$ cat config.mk
export PLATFORM = sky130hd
export DESIGN_NAME = lane_block_engine
export DESIGN_NICKNAME = d
export VERILOG_FILES = /design/src/rtl/lane_block_engine.sv
export SDC_FILE = /design/constraint.sdc
export NUM_CORES = 1
export LEC_CHECK = 0
export CORE_AREA = 2 2 89 100
export CTS_BUF_LIST = sky130_fd_sc_hd__clkbuf_8
export DETAILED_ROUTE_END_ITERATION = 12
export DIE_AREA = 0 0 91 102
export DONT_BUFFER_PORTS = 1
export PLACE_DENSITY = 0.66
export SETUP_SLACK_MARGIN = 0.5
export SKIP_CTS_REPAIR_TIMING = 1
export SLEW_MARGIN = 20
export SYNTH_ARGS = -nofsm -noshare
export SYNTH_HDL_FRONTEND = slang
export SYNTH_SLANG_ARGS = --single-unit
$ cat constraint.sdc
create_clock -name clk -period 20.4 [get_ports clk]
set_clock_uncertainty 0.2 [all_clocks]
set_input_delay 2.04 -clock clk [delete_from_list [all_inputs] [get_ports clk]]
set_output_delay 2.04 -clock clk [all_outputs]
set_load 0.02 [all_outputs]
$ cat src/rtl/lane_block_engine.sv
`default_nettype none
// ============================================================================
//  Module   : lane_block_engine
//  Brief    : One piano lane holding up to SLOTS falling tiles. Spawns tiles
//             on beat advances, moves live tiles down each unpaused tick,
//             judges key presses against a hit window and reports
//             hit / miss / bad-press / overflow pulses.
//  Revision : 1.0 - initial multi-slot release
// ============================================================================
module lane_block_engine #(
    parameter int H_W      = 10,
    parameter int SLOTS    = 4,
    parameter int SPAWN_Y  = 120,
    parameter int BOTTOM_Y = 720,
    parameter int STEP     = 1,
    parameter int HIT_LO   = 600,
    parameter int HIT_HI   = 680
) (
    input  logic                   clk,
    input  logic                   rst,
    input  logic                   restart,
    input  logic                   pause,
    input  logic [6:0]             beat_cnt,
    input  logic                   spawn,
    input  logic                   key,
    output logic [SLOTS*H_W-1:0]   block_h,
    output logic [SLOTS-1:0]       block_vld,
    output logic                   hit_pulse,
    output logic                   miss_pulse,
    output logic                   bad_pulse,
    output logic                   overflow
);

    localparam logic [H_W-1:0] c_SPAWN_Y   = H_W'(SPAWN_Y);
    localparam logic [H_W-1:0] c_BOTTOM_Y  = H_W'(BOTTOM_Y);
    localparam logic [H_W-1:0] c_STEP      = H_W'(STEP);
    localparam logic [H_W-1:0] c_HIT_LO    = H_W'(HIT_LO);
    localparam logic [H_W-1:0] c_HIT_HI    = H_W'(HIT_HI);
    // A tile at or beyond this height would reach BOTTOM_Y on its next move;
    // comparing against it avoids ever forming a sum that could wrap.
    localparam logic [H_W-1:0] c_RETIRE_TH = H_W'(BOTTOM_Y - STEP);

    logic [H_W-1:0]   r_h [SLOTS];
    logic [SLOTS-1:0] r_vld;
    logic [6:0]       r_pre_beat;
    logic             r_key_q;
    logic             r_hit;
    logic             r_miss;
    logic             r_bad;
    logic             r_ovf;

    logic             w_beat_add;
    logic             w_key_edge;
    logic             w_spawn_evt;
    logic             w_judge;
    logic [SLOTS-1:0] w_free_oh;
    logic             w_free_any;
    logic [SLOTS-1:0] w_hit_oh;
    logic             w_hit_any;
    logic [H_W-1:0]   w_best_h;
    logic [H_W-1:0]   w_h_nxt [SLOTS];
    logic [SLOTS-1:0] w_vld_nxt;
    logic             w_retire_any;

    assign w_beat_add  = (beat_cnt != r_pre_beat);
    assign w_key_edge  = key && !r_key_q;
    assign w_spawn_evt = w_beat_add && spawn && !pause;
    assign w_judge     = w_key_edge && !pause;

    // Pick the lowest free slot and the lowest-index tallest in-window tile.
    always_comb begin
        w_free_oh  = '0;
        w_free_any = 1'b0;
        w_hit_oh   = '0;
        w_hit_any  = 1'b0;
        w_best_h   = '0;
        for (int i = 0; i < SLOTS; i++) begin
            if (!r_vld[i] && !w_free_any) begin
                w_free_oh[i] = 1'b1;
                w_free_any   = 1'b1;
            end
            // Strict '>' keeps the earlier (lower-index) slot on a tie.
            if (r_vld[i] && (r_h[i] >= c_HIT_LO) && (r_h[i] <= c_HIT_HI) &&
                (!w_hit_any || (r_h[i] > w_best_h))) begin
                w_hit_oh    = '0;
                w_hit_oh[i] = 1'b1;
                w_hit_any   = 1'b1;
                w_best_h    = r_h[i];
            end
        end
    end

    // Per-slot next state: hit removal beats motion; free slots may take a spawn.
    always_comb begin
        w_retire_any = 1'b0;
        w_vld_nxt    = r_vld;
        for (int i = 0; i < SLOTS; i++) begin
            w_h_nxt[i] = r_h[i];
            if (!pause) begin
                if (w_judge && w_hit_oh[i]) begin
                    w_vld_nxt[i] = 1'b0;
                    w_h_nxt[i]   = c_BOTTOM_Y;
                end else if (r_vld[i]) begin
                    if (r_h[i] >= c_RETIRE_TH) begin
                        w_vld_nxt[i] = 1'b0;
                        w_h_nxt[i]   = c_BOTTOM_Y;
                        w_retire_any = 1'b1;
                    end else begin
                        w_h_nxt[i] = r_h[i] + c_STEP;
                    end
                end else if (w_spawn_evt && w_free_oh[i]) begin
                    w_vld_nxt[i] = 1'b1;
                    w_h_nxt[i]   = c_SPAWN_Y;
                end
            end
        end
    end

    // Lane state and registered event pulses; restart acts like reset.
    always_ff @(posedge clk or posedge rst) begin
        if (rst) begin
            r_vld      <= '0;
            r_pre_beat <= '0;
            r_key_q    <= 1'b0;
            r_hit      <= 1'b0;
            r_miss     <= 1'b0;
            r_bad      <= 1'b0;
            r_ovf      <= 1'b0;
            for (int i = 0; i < SLOTS; i++) begin
                r_h[i] <= c_BOTTOM_Y;
            end
        end else if (restart) begin
            r_vld      <= '0;
            r_pre_beat <= '0;
            r_key_q    <= 1'b0;
            r_hit      <= 1'b0;
            r_miss     <= 1'b0;
            r_bad      <= 1'b0;
            r_ovf      <= 1'b0;
            for (int i = 0; i < SLOTS; i++) begin
                r_h[i] <= c_BOTTOM_Y;
            end
        end else begin
            // Beat and key history track every cycle so paused events are dropped.
            r_pre_beat <= beat_cnt;
            r_key_q    <= key;
            r_vld      <= w_vld_nxt;
            r_hit      <= w_judge && w_hit_any;
            r_bad      <= w_judge && !w_hit_any;
            r_miss     <= w_retire_any;
            r_ovf      <= w_spawn_evt && !w_free_any;
            for (int i = 0; i < SLOTS; i++) begin
                r_h[i] <= w_h_nxt[i];
            end
        end
    end

    generate
        for (genvar g = 0; g < SLOTS; g++) begin : g_out
            assign block_h[g*H_W +: H_W] = r_h[g];
        end
    endgenerate

    assign block_vld  = r_vld;
    assign hit_pulse  = r_hit;
    assign miss_pulse = r_miss;
    assign bad_pulse  = r_bad;
    assign overflow   = r_ovf;

endmodule
`default_nettype wire

Word level (Yosys, flattened, before mapping)
Index checks and enable logic that the tools add are counted.
Widths: inputs -> output; s select.
- add/sub/neg operators: 4
- magnitude comparators: 15
- equal/unequal tests: 2
- muxes and demuxes: 82
- reduce and logical (&&, ||, !) cells: 52
- operator list (operator ; count):
    $mux 10 ; 23
    $ge 10x10->1 const B ; 8
    $mux 1 ; 53
    $add 10x1->10 const B ; 4
    $le 10x10->1 const B ; 4
    $mux 40 ; 1
    $gt 10x10->1 ; 3
    $logic_and 1x1->1 ; 29
    $reduce_bool 4->1 ; 4
    $logic_not 1->1 ; 12
    $mux 4 ; 3
    $reduce_and 2->1 ; 4
    $mux 7 ; 1
    $ne 7x7->1 ; 1
    $logic_or 1x1->1 ; 3
    $mux 2 ; 1
    $ne 2x2->1 const B ; 1
- flip-flop bits (word level): 56
- output and inout port bits: 48

Longest topological paths before layout
- depth after elaboration: 32
- gate-level depth with buffers: 32
- gate-level depth less buffers: 28

Least setup slack after synthesis
OpenSTA, ideal clock, no wires.
- path type: register to register
- start: register r_h (netlist bit block_h[4])
- end: register r_h (netlist bit block_h[34])
- arrival time: 7037 ps
- data required time: 20120 ps
- path slack: 13083 ps
- stages on the path, launching flop included: 30
- period minus slack after synthesis: 7317 ps
- path through: dfstp_2 -> buf_2 -> nor4_1 -> o21bai_1 -> a211oi_2 -> buf_2 -> nand2_1 -> ha_1 -> nor2b_1 -> o21bai_1 -> a31oi_1 -> o311a_1 -> or2_1 -> buf_4 -> mux2_1 -> ha_1 -> nand4_1 -> a211oi_1 -> a2111oi_0 -> o32a_1 -> buf_2 -> mux2_2 -> ha_1 -> a21oi_1 -> o21ai_0 -> a2111oi_1 -> o32ai_1 -> a2111o_1 -> nand2b_4 -> o22a_1
- cells in the longest elaborated chain, start to end: 20
- ends and longest elaborated chain (item ; line ; RTL):
    start: declaration ; 43 ; logic [H_W-1:0] r_h [SLOTS];
    start signal: indexed assignment ; 130 ; r_h[i] <= c_BOTTOM_Y;
    start signal: indexed assignment ; 141 ; r_h[i] <= c_BOTTOM_Y;
    start signal: indexed assignment ; 153 ; r_h[i] <= w_h_nxt[i];
    $ge 10x10->1 ; 83 ; if (r_vld[i] && (r_h[i] >= c_HIT_LO) && (r_h[i] <= c_HIT_HI) &&
    $logic_and 1x1->1 (2 in series) ; 83 ;
    $mux 10 / $mux 1 (equally long branches) ; 83 ;
    $gt 10x10->1 / $logic_not 1->1 (equally long branches) ; 84 ; (!w_hit_any || (r_h[i] > w_best_h))) begin
    $logic_or 1x1->1 ; 84 ;
    $logic_and 1x1->1 ; 83 ;
    $mux 10 / $mux 1 (equally long branches) ; 83 ;
    $gt 10x10->1 / $logic_not 1->1 (equally long branches) ; 84 ;
    [3 not listed] ; -- ;
    $gt 10x10->1 / $logic_not 1->1 (equally long branches) ; 84 ;
    $logic_or 1x1->1 (*) ; 84 ;
    $logic_and 1x1->1 (*) ; 83 ;
    $mux 4 (*) ; 83 ;
    $logic_and 1x1->1 (*) ; 100 ; if (w_judge && w_hit_oh[i]) begin
    $mux 10 ; 100 ;
    $mux 10 ; 99 ; if (!pause) begin
    $mux 40 ; 132 ; end else if (restart) begin
Mark *: on every way between the ends. The rest lies on a longest branch, timed or not. The select of a mux whose other input is x is not followed.
A chain may end at the register's enable or synchronous reset.

Worst setup path in the final report
- start: register r_h (netlist bit block_h[2])
- end: register r_h (netlist bit block_h[34])
The elaborated chain is that of the path after synthesis.

==> reports/metrics.json <==
{
  "run_status": "finished clean",
  "final.hold.worst_slack_ns": 0.4299,
  "firstDrtPassIters": 5,
  "synthTopCellsByArea": "dfrtp_1 22%, ha_1 11%, dfstp_2 9.4%",
  "flow.area_growth_from_synthesis_pct": 4.450,
  "total_die_area_um2": 9282,
  "critical_path.endpoint_type": "register",
  "antennaDiodeCount": 0,
  "synth_top_family_by_area": "compound AO/OA/AOI/OAI gates",
  "synthesis_warnings": 0,
  "drc_errors": 0,
  "number_of_flops_mapped_to_enable_cells_by_yosys": 0,
  "setup_violations": 0,
  "cap_violations": 0,
  "sink_count": 56,
  "nets": 563,
  "cts_buffers": 5,
  "worst-setup-path-type": "reg2reg",
  "tns_ns": 0,
  "unrepaired_setup_endpoints_after_global_routing": "false",
  "final.period_utilization_pct": 43.49,
  "clock-root-buffer": "clkbuf_8",
  "p_total_uw": 302.5,
  "routabilityCongestion": 0.9346,
  "mostFrequentLayoutCells": "49 x nand2_1, 40 x dfrtp_1, 38 x ha_1",
  "grt_first_pass_wirelength_um": 20400,
  "grt_max_degree": 57,
  "final-hold-violation-count": 0,
  "synth_xor_xnor_area_share_pct": 1.371,
  "cp_num_buf_inv": 1,
  "timing.critical_path.fanout_max": 14,
  "cts.htree.levels": 2,
  "synth_top_area_share_pct": 22.39,
  "port-buffer-count": 0,
  "ys_async_sr_fraction_pct": 100.0,
  "die_width_um": 91,
  "path_type_of_the_worst_min_delay_path": "reg2reg",
  "core_um2": 8233,
  "cts_max_path_buffers": 2,
  "tritoncts": "done",
  "slowest_stage": "a211oi_2",
  "mostFrequentLayoutCell": "nand2_1",
  "route.vias.total": 4099,
  "clock_latency_ns": 0.32,
  "postSynthCellCount": 520,
  "slew_headroom_pct": 36.62,
  "initialDrtViolationCount": 195,
  "io-pin-count": 61,
  "synthesis.area_um2": 4471,
  "post-route-util_pct": 56.72,
  "cts.reportedPaths.clkPinSlew_ns": 0.10,
  "cellLeakagePower_uw": 0.001904,
  "mean_instance_size_in_the_synthesized_netlist_um2": 8.597,
  "ys.flop_type": "dfrtp_1",
  "cp_data_required_time_ns": 20.46,
  "grt_remaining_overflow": 0,
  "synth_compound_gate_area_share_pct": 27.29,
  "floorplan.die.height_um": 102,
  "power-per-cell-area_nw_per_um2": 64.79,
  "crit_top_cell": "ha_1",
  "final_routed_wirelength_across_all_metal_layers_um": 12590,
  "min_period_ns": 8.872,
  "report.final.slew_viol_count": 0,
  "power.ir.vdd_worst_uv": 41.11,
  "synth.mux.area_fraction_pct": 2.659,
  "timing.critical_path.max_delay_family": "compound AO/OA/AOI/OAI gates",
  "postSynthRegisterBits": 56,
  "post_route_cells_drive_above_1_share_pct": 10.14,
  "yosysUniqueCellTypes": 78,
  "detail_route.vias_per_cell": 6.569,
  "antenna_left": 0,
  "dp_wirelength_um": 9240,
  "place_area_um2": 4548,
  "wire_per_inst_um": 20.17,
  "globalRouteTotalUtil_pct": 27.39,
  "post-route-cell-area_um2": 4669,
  "critical-path-max-stage-delay_ns": 0.70,
  "via_count_of_the_first_global_routing_pass": 3820,
  "sequential_to_total_area_share_from_yosys_stat_pct": 31.79,
  "synth-adder-area-share_pct": 10.64,
  "synthDominantAreaCellType": "dfrtp_1",
  "row_count": 35,
  "worst_setup_path_start_kind": "register",
  "grt_antenna_before_repair": 0,
  "tightestPinTransition_ns": 0.9268,
  "start_util_pct": 54.30,
  "max_freq_mhz": 112.7,
  "worstPathArrival_ns": 8.93,
  "synth-simple-area-share_pct": 21.19,
  "r2r_slack_ns": 11.53
}
-- sequential cells by signal, summed over array words and instances (netlist names) --
name / count
bad_pulse: 1
block_h: 40
block_vld: 4
hit_pulse: 1
miss_pulse: 1
overflow: 1
r_key_q: 1
r_pre_beat: 7
-- area by class of cell --
class | count | area [um2]
Fill cell | 809 | 3563
Multi-Input combinational cell | 411 | 2834
Sequential cell | 56 | 1421
Tap cell | 111 | 138.9
Inverter | 35 | 131.4
Clock buffer | 6 | 82.58
Clock inverter | 2 | 38.79
Timing Repair Buffer | 3 | 22.52
-- synthesized netlist by cell type (9+ instances only) --
cell type / instances
nor2_1: 32
dfstp_2: 16
a31oi_1: 10
ha_1: 38
o21a_1: 9
nor2b_1: 11
nor3_1: 15
nand3_1: 20
nand4_1: 11
and3_1: 13
o21ai_0: 31
inv_1: 34
a21oi_1: 33
dfrtp_1: 40
nand2_1: 49
clkbuf_1: 11
-- report_power, final --
group          switching, uW  leakage (uW)  internal (uW)  total [uW]
combinational           43.2       0.00114           30.8        74.0
clock                   38.4     0.0000614           40.2        78.6
sequential              29.2      0.000699            121         150
-- worst register-to-register path, cell delays in order, from the launching register on --
cell and delay (ns):
dfrtp_1 0.54, nor4_1 0.32, o21bai_1 0.12, a211oi_2 0.70, nand2_1 0.19, ha_1 0.33
nor2b_1 0.13, o21bai_1 0.12, a31oi_1 0.10, o311a_1 0.45, or2_1 0.39, o21ai_0 0.51
inv_1 0.09, ha_1 0.32, nand4_1 0.12, a211oi_1 0.08, a2111oi_0 0.68, o32a_1 0.61
mux2_2 0.41, ha_1 0.29, a21oi_1 0.18, o21ai_0 0.10, a2111oi_1 0.61, o32ai_1 0.29
a2111o_1 0.52, nand2b_4 0.20, o22a_1 0.22
-- stage by stage --
stage	instances	setup WS [ns]
after floorplan	522	13.08
after global placement	616	11.81
after detailed placement	616	11.65
after CTS	624	11.63
after global routing	624	10.92
final	624	11.53
-- worst paths after layout --
path / end / depth (start not counted) / from
worst max-delay path: block_h[34] / 26 / block_h[2]
worst min-delay path: block_h[9] / 1 / block_h[9]
worst max register to register: block_h[34] / 26 / block_h[2]
worst min register to register: block_h[9] / 1 / block_h[9]
max in group asynchronous: block_vld[2] / 2 / rst
min in group asynchronous: block_h[13] / 2 / rst
-- cells by family (layout without fill, tap and decap cells) --
| logic type | Yosys count | after routing |
|---|---|---|
| AOI/OAI and AO/OA | 169 | 169 |
| xor gates and xnor gates | 7 | 7 |
| adders and majority gates | 38 | 38 |
| buffers and inverters | 55 | 46 |
| DFF | 56 | 56 |
| muxes | 10 | 10 |
| other | 1 | 3 |
| and+or+nand+nor | 184 | 184 |
-- metal layers --
metal / vias to the layer above / global-route usage, % / routed length [um]
met4: 0 / 6.527 / 175
met5: - / 0 / 0
li1: 1931 / - / -
met1: 1983 / 36.22 / 5442
met2: 168 / 47.64 / 6117
met3: 17 / 4.277 / 853
(Power assumes the default switching activity.)
